<file path="config.mk">
export PLATFORM = sky130hd
export DESIGN_NAME = alu_ctrl_mc
export DESIGN_NICKNAME = d
export VERILOG_FILES = /design/src/rtl/alu_ctrl_mc.sv
export SDC_FILE = /design/constraint.sdc
export NUM_CORES = 1
export LEC_CHECK = 0
export BUFFER_PORTS_ARGS = -buffer_cell sky130_fd_sc_hd__buf_2
export CELL_PAD_IN_SITES_DETAIL_PLACEMENT = 0
export CELL_PAD_IN_SITES_GLOBAL_PLACEMENT = 2
export CORE_UTILIZATION = 31
export CTS_BUF_LIST = sky130_fd_sc_hd__clkbuf_8
export CTS_CLUSTER_SIZE = 10
export DETAILED_ROUTE_END_ITERATION = 16
export HOLD_SLACK_MARGIN = 0.15
export PLACE_DENSITY = 0.85
export SYNTH_ARGS = -nofsm -noshare
export SYNTH_HDL_FRONTEND = slang
export SYNTH_SLANG_ARGS = --single-unit
</file>
<file path="constraint.sdc">
create_clock -name clk_i -period 4.3 [get_ports clk_i]
set_input_delay 0.215 -clock clk_i [delete_from_list [all_inputs] [get_ports clk_i]]
set_output_delay 0.215 -clock clk_i [all_outputs]
set_load 0.02 [all_outputs]
</file>
<file path="src/rtl/alu_ctrl_mc.sv">
// alu_ctrl_mc: registered ALU control decode (ALUOp/funct -> ALU op code) with a
// counter-driven MULT/DIV sequencer that stalls the front end and pulses the
// HI/LO write enable when the multi-cycle op completes.
// Latency: 1 cycle from accept to ALUCtrl_o; MULT/DIV hold stall_o for N cycles.
// Backpressure: stall_o high while busy; valid_i is ignored until stall_o drops.
// Ports:
//   clk_i, rst_i (sync, active-high)      clock / reset
//   valid_i, ALUOp_i[2:0], funct_i[5:0]   decode slot from the main decoder
//   flush_i                               squash registered op, abort MULT/DIV
//   ALUCtrl_o, ctrl_valid_o, illegal_o    registered ALU op code and qualifiers
//   stall_o, hilo_we_o                    sequencer busy / one-cycle HI/LO write
// Optional feature: define ALU_CTRL_DIV_EN to decode funct 26 as DIV (code 9),
// sequenced for DIV_CYCLES; otherwise funct 26 is illegal and DIV_CYCLES unused
// beyond sizing the counter.
module alu_ctrl_mc #(
  parameter int unsigned CTRL_W      = 4,
  parameter int unsigned MULT_CYCLES = 4,
  parameter int unsigned DIV_CYCLES  = 8
) (
  input  logic              clk_i,
  input  logic              rst_i,
  input  logic              valid_i,
  input  logic [2:0]        ALUOp_i,
  input  logic [5:0]        funct_i,
  input  logic              flush_i,
  output logic [CTRL_W-1:0] ALUCtrl_o,
  output logic              ctrl_valid_o,
  output logic              illegal_o,
  output logic              stall_o,
  output logic              hilo_we_o
);

  // Counter only ever holds N-1, so log2 of the larger cycle count suffices.
  localparam int unsigned MAX_CYC = (MULT_CYCLES > DIV_CYCLES) ? MULT_CYCLES : DIV_CYCLES;
  localparam int unsigned CNT_W   = (MAX_CYC > 1) ? $clog2(MAX_CYC) : 1;

  typedef enum logic {
    IDLE = 1'b0,
    BUSY = 1'b1
  } state_t;

  state_t             state_q, state_d;
  logic [CNT_W-1:0]   cnt_q, cnt_d;
  logic [CTRL_W-1:0]  ctrl_q, ctrl_d;
  logic               vld_q, vld_d;
  logic               ill_q, ill_d;

  logic [3:0]         dec_code;
  logic               dec_ill;
  logic               dec_mult;
  logic               dec_div;
  logic               accept;

  // Combinational decode of the current decode slot.
  always_comb begin
    dec_code = 4'd0;
    dec_ill  = 1'b0;
    dec_mult = 1'b0;
    dec_div  = 1'b0;
    case (ALUOp_i)
      3'b000: dec_code = 4'd2;   // lw/sw -> add
      3'b001: dec_code = 4'd6;   // beq   -> sub
      3'b011: dec_code = 4'd2;   // addi  -> add
      3'b100: dec_code = 4'd1;   // ori   -> or
      3'b111: dec_code = 4'd7;   // slti  -> slt
      3'b010: begin
        case (funct_i)
          6'd32: dec_code = 4'd2;
          6'd34: dec_code = 4'd6;
          6'd36: dec_code = 4'd0;
          6'd37: dec_code = 4'd1;
          6'd39: dec_code = 4'd12;
          6'd42: dec_code = 4'd7;
          6'd24: begin
            dec_code = 4'd8;
            dec_mult = 1'b1;
          end
`ifdef ALU_CTRL_DIV_EN
          6'd26: begin
            dec_code = 4'd9;
            dec_div  = 1'b1;
          end
`endif
          default: dec_ill = 1'b1;
        endcase
      end
      default: dec_ill = 1'b1;   // 101, 110
    endcase
  end

  assign stall_o = (state_q == BUSY);
  assign accept  = valid_i & ~stall_o & ~flush_i;

  // Completion pulse is suppressed combinationally if the final busy cycle is
  // flushed or reset, so an aborted op never writes HI/LO.
  assign hilo_we_o = stall_o & (cnt_q == '0) & ~flush_i & ~rst_i;

  always_comb begin
    state_d = state_q;
    cnt_d   = cnt_q;
    ctrl_d  = ctrl_q;
    vld_d   = vld_q;
    ill_d   = ill_q;
    case (state_q)
      IDLE: begin
        if (accept) begin
          ctrl_d = dec_ill ? {CTRL_W{1'b1}} : CTRL_W'(dec_code);
          vld_d  = 1'b1;
          ill_d  = dec_ill;
          if (dec_mult) begin
            state_d = BUSY;
            cnt_d   = CNT_W'(MULT_CYCLES - 1);
          end
`ifdef ALU_CTRL_DIV_EN
          if (dec_div) begin
            state_d = BUSY;
            cnt_d   = CNT_W'(DIV_CYCLES - 1);
          end
`endif
        end else begin
          // Bubble or flush: op code holds, qualifiers drop.
          vld_d = 1'b0;
          ill_d = 1'b0;
        end
      end
      BUSY: begin
        // The MULT/DIV op stays presented on ALUCtrl_o while busy.
        if (flush_i) begin
          state_d = IDLE;
          cnt_d   = '0;
          vld_d   = 1'b0;
          ill_d   = 1'b0;
        end else if (cnt_q == '0) begin
          state_d = IDLE;
        end else begin
          cnt_d = cnt_q - CNT_W'(1);
        end
      end
      default: state_d = IDLE;
    endcase
  end

  always_ff @(posedge clk_i) begin
    if (rst_i) begin
      state_q <= IDLE;
      cnt_q   <= '0;
      ctrl_q  <= '0;
      vld_q   <= 1'b0;
      ill_q   <= 1'b0;
    end else begin
      state_q <= state_d;
      cnt_q   <= cnt_d;
      ctrl_q  <= ctrl_d;
      vld_q   <= vld_d;
      ill_q   <= ill_d;
    end
  end

  // dec_div is only consumed when the DIV path is compiled in.
  logic unused_div;
  assign unused_div = dec_div;

  assign ALUCtrl_o    = ctrl_q;
  assign ctrl_valid_o = vld_q;
  assign illegal_o    = ill_q;

endmodule

</file>
==> run metrics <==
outcome=completed; post-synthesis cell type count=35; number of top-level pins=21; clock skew=roughly 0.0057 ns; antenna violations before repair=0; Slowest cell on crit path=dfxtp_1; vias in the first global route=about 480; largest net degree at the start of global routing=13; Worst Path Buf+Inv=1; leakage dissipation=0.342 nW; largest family of logic cells by synthesized area=simple AND/OR/NAND/NOR gates; row count=16; Vias per Instance=5.03; H-tree level count=1; Die ar.=between 2000 and 2500 sq um; Slew HR=about three fifths; pwr/cell area=approximately 300 nW/um^2; clk buf depth=2; Critical Path Source Type=register; width of the die=a little under 50 microns; syn_area_per_cell=8.00 sq um; CTS clk-pin slew, worst paths=0.05 ns; CTS resizes=0; DRC errors left=0; area share of the largest cell type after synthesis=a little under a third; Post-Synth Simple-Gate Area=32.4%; DRT Pass-1 Iters=4; largest cells by area after synthesis=dfxtp_1, nor2b_1, nor2_1, a311oi_1, ha_1; Fillers=a little under 200; Synth async-reset ratio=0%; # hold bufs at CTS=0; max incr delay on CP=0.53 ns; Setup WS pre-CTS=~2.8 ns; via count=~660; routed len/inst=roughly 11 microns; GPL Wtd Cong=around 0.72; crit path kind=register to primary output; CTS tree=yes; DP Wirelength=about 1100 microns; final non-filler cell total=between 100 and 150; post-route ant nets=0; Port Buffers=20; data required time of the worst path=just over 4 ns; routed wire length=1460 microns; global-route wire length before repair=2100 microns; Synth area leader=dfxtp_1; Initial Util=~34%; FF+latch count, synth=10; Die Ht=between 40 and 50 microns; Syn. warnings=0; share of cells above drive strength 1=between 20 and 30%; Synth Area in Compound Gates=a little over a quarter; Syn Inst Count=between 80 and 90; Commonest cells post-synth=dfxtp_1, nor2_1, nor2b_1; Worst-Margin Slew=around 0.62 ns; number of flops mapped to enable cells by yosys=0; Seq/Total Area, Yosys=a little under a third; Synth Area in XOR/XNOR=0%; Post-Syn Nets=98; Primary FF master, synth=dfxtp_1; clk root buf=clkbuf_8; antenna cells=0; Setup-failing EPs final=0; worst skew pair latency=~0.24 ns; Nets=120; mux contribution to synthesized area=roughly 3.0%; CP arrival=roughly 1.3 ns; 1st-iter DRT viols=17; maxcap violations=0; final hold slack=0.268 ns; final setup TNS=0 ns; clock sinks=10; RSZ-0062 raised after global routing=no; setup ws final=between 2 and 3 ns; critical path, cell by cell=nand3b_1, nor3_1, buf_2; GRT Total Usage=between 10% and 20%; minimum clock period=around 1.5 ns; Num CTS Buffers=3; grt total ovfl=0; Adder-Cell Fraction of Synth Area=3.77%; postcts setup bufs=0; post-synthesis cell area=~660 sq um; FMAX=between 600 and 700 MHz; Synth-to-Final Area Change=26.6%; FF+latch area=~200 sq um; multi-input logic area=approximately 440 sq um; Hold Path Class=input port to register; Tcrit/Tclk final=between 30% and 40%; Top Family by Delay on Critical Path=flip-flops; CP Capture Type=primary output; Pins Over Slew Limit=0; peak supply drop=approximately 0.16 mV; final hold violations=0; area of the core=between 1500 and 2000 sq um; CP Max Fanout=12; placed cell count=127
==> registers in the layout (all words and copies together) (netlist names) <==
register and cells:
illegal_o 1, ALUCtrl_o 4, stall_o 1, ctrl_valid_o 1, cnt_q 3
==> cell usage in the layout (no fill, tap or decap), types with 2 or more instances in the layout <==
cell,instances
a32oi_1,2
nor3_1,2
inv_1,3
a311oi_1,4
a31oi_1,2
ha_1,2
a21oi_1,3
dfxtp_1,10
nor2b_1,7
nand2b_1,4
a211oi_1,2
mux2i_1,2
buf_2,20
o21ai_0,3
nand3b_1,2
nand2_1,5
nor2_1,10
clkbuf_8,4
==> power by group <==
group          internal [mW]  leakage (nW)  total (mW)  switching [mW]
combinational         0.0164         0.231      0.0402          0.0238
sequential            0.0962        0.0816      0.0976         0.00141
clock                 0.0805        0.0288       0.118          0.0374
total                  0.193         0.342       0.256          0.0626
==> cells by family after synthesis <==
logic type                 Yosys count
AOI/OAI and AO/OA                   24
DFF                                 10
muxes                                2
buffers and inverters                6
adders and majority gates            2
and+or+nand+nor                     39
==> per-stage QoR <==
step / utilization, % / cell area [sq um] / total power [mW]
5_1_grt: 42.4 / 841 / 0.270
6_report: 42.4 / 841 / 0.256
3_3_place_gp: 39.6 / 786 / 0.139
3_5_place_dp: 39.6 / 786 / 0.140
4_1_cts: 42.4 / 841 / 0.258
2_1_floorplan: - / 664 / 0.124
==> per-layer routing <==
layer,vias to the layer above,global-route usage [%],routed length [microns]
met2,17,18.9,650
met4,0,10.0,27
met3,2,2.59,61
met1,295,18.6,722
li1,345,-,-
met5,-,0,0
==> worst register-to-register path: stages, from the launching register on <==
cell and delay, ns:
dfxtp_1 0.34, inv_1 0.07, ha_1 0.22, nand2b_1 0.15, nor2_1 0.06, a211o_1 0.26
a221oi_1 0.27
==> final cells by class <==
type,instances,area share (%)
well taps,27,4.02
inverters,3,1.34
multi-input cells,67,52.4
repair buffers,20,11.9
clock buffers,4,6.55
flip-flops and latches,10,23.8
==> final timing paths <==
| kind | startpoint | end | slack (ns) | depth (start not counted) |
|---|---|---|---|---|
| hold reg to reg | illegal_o | illegal_o | 0.48 | 2 |
| hold / removal | flush_i | ctrl_valid_o | 0.27 | 2 |
| setup / recovery | stall_o | hilo_we_o | 2.82 | 3 |
| setup reg to reg | cnt_q[0] | cnt_q[1] | 2.84 | 6 |
Note: power is estimated with default switching activity, not from simulation.
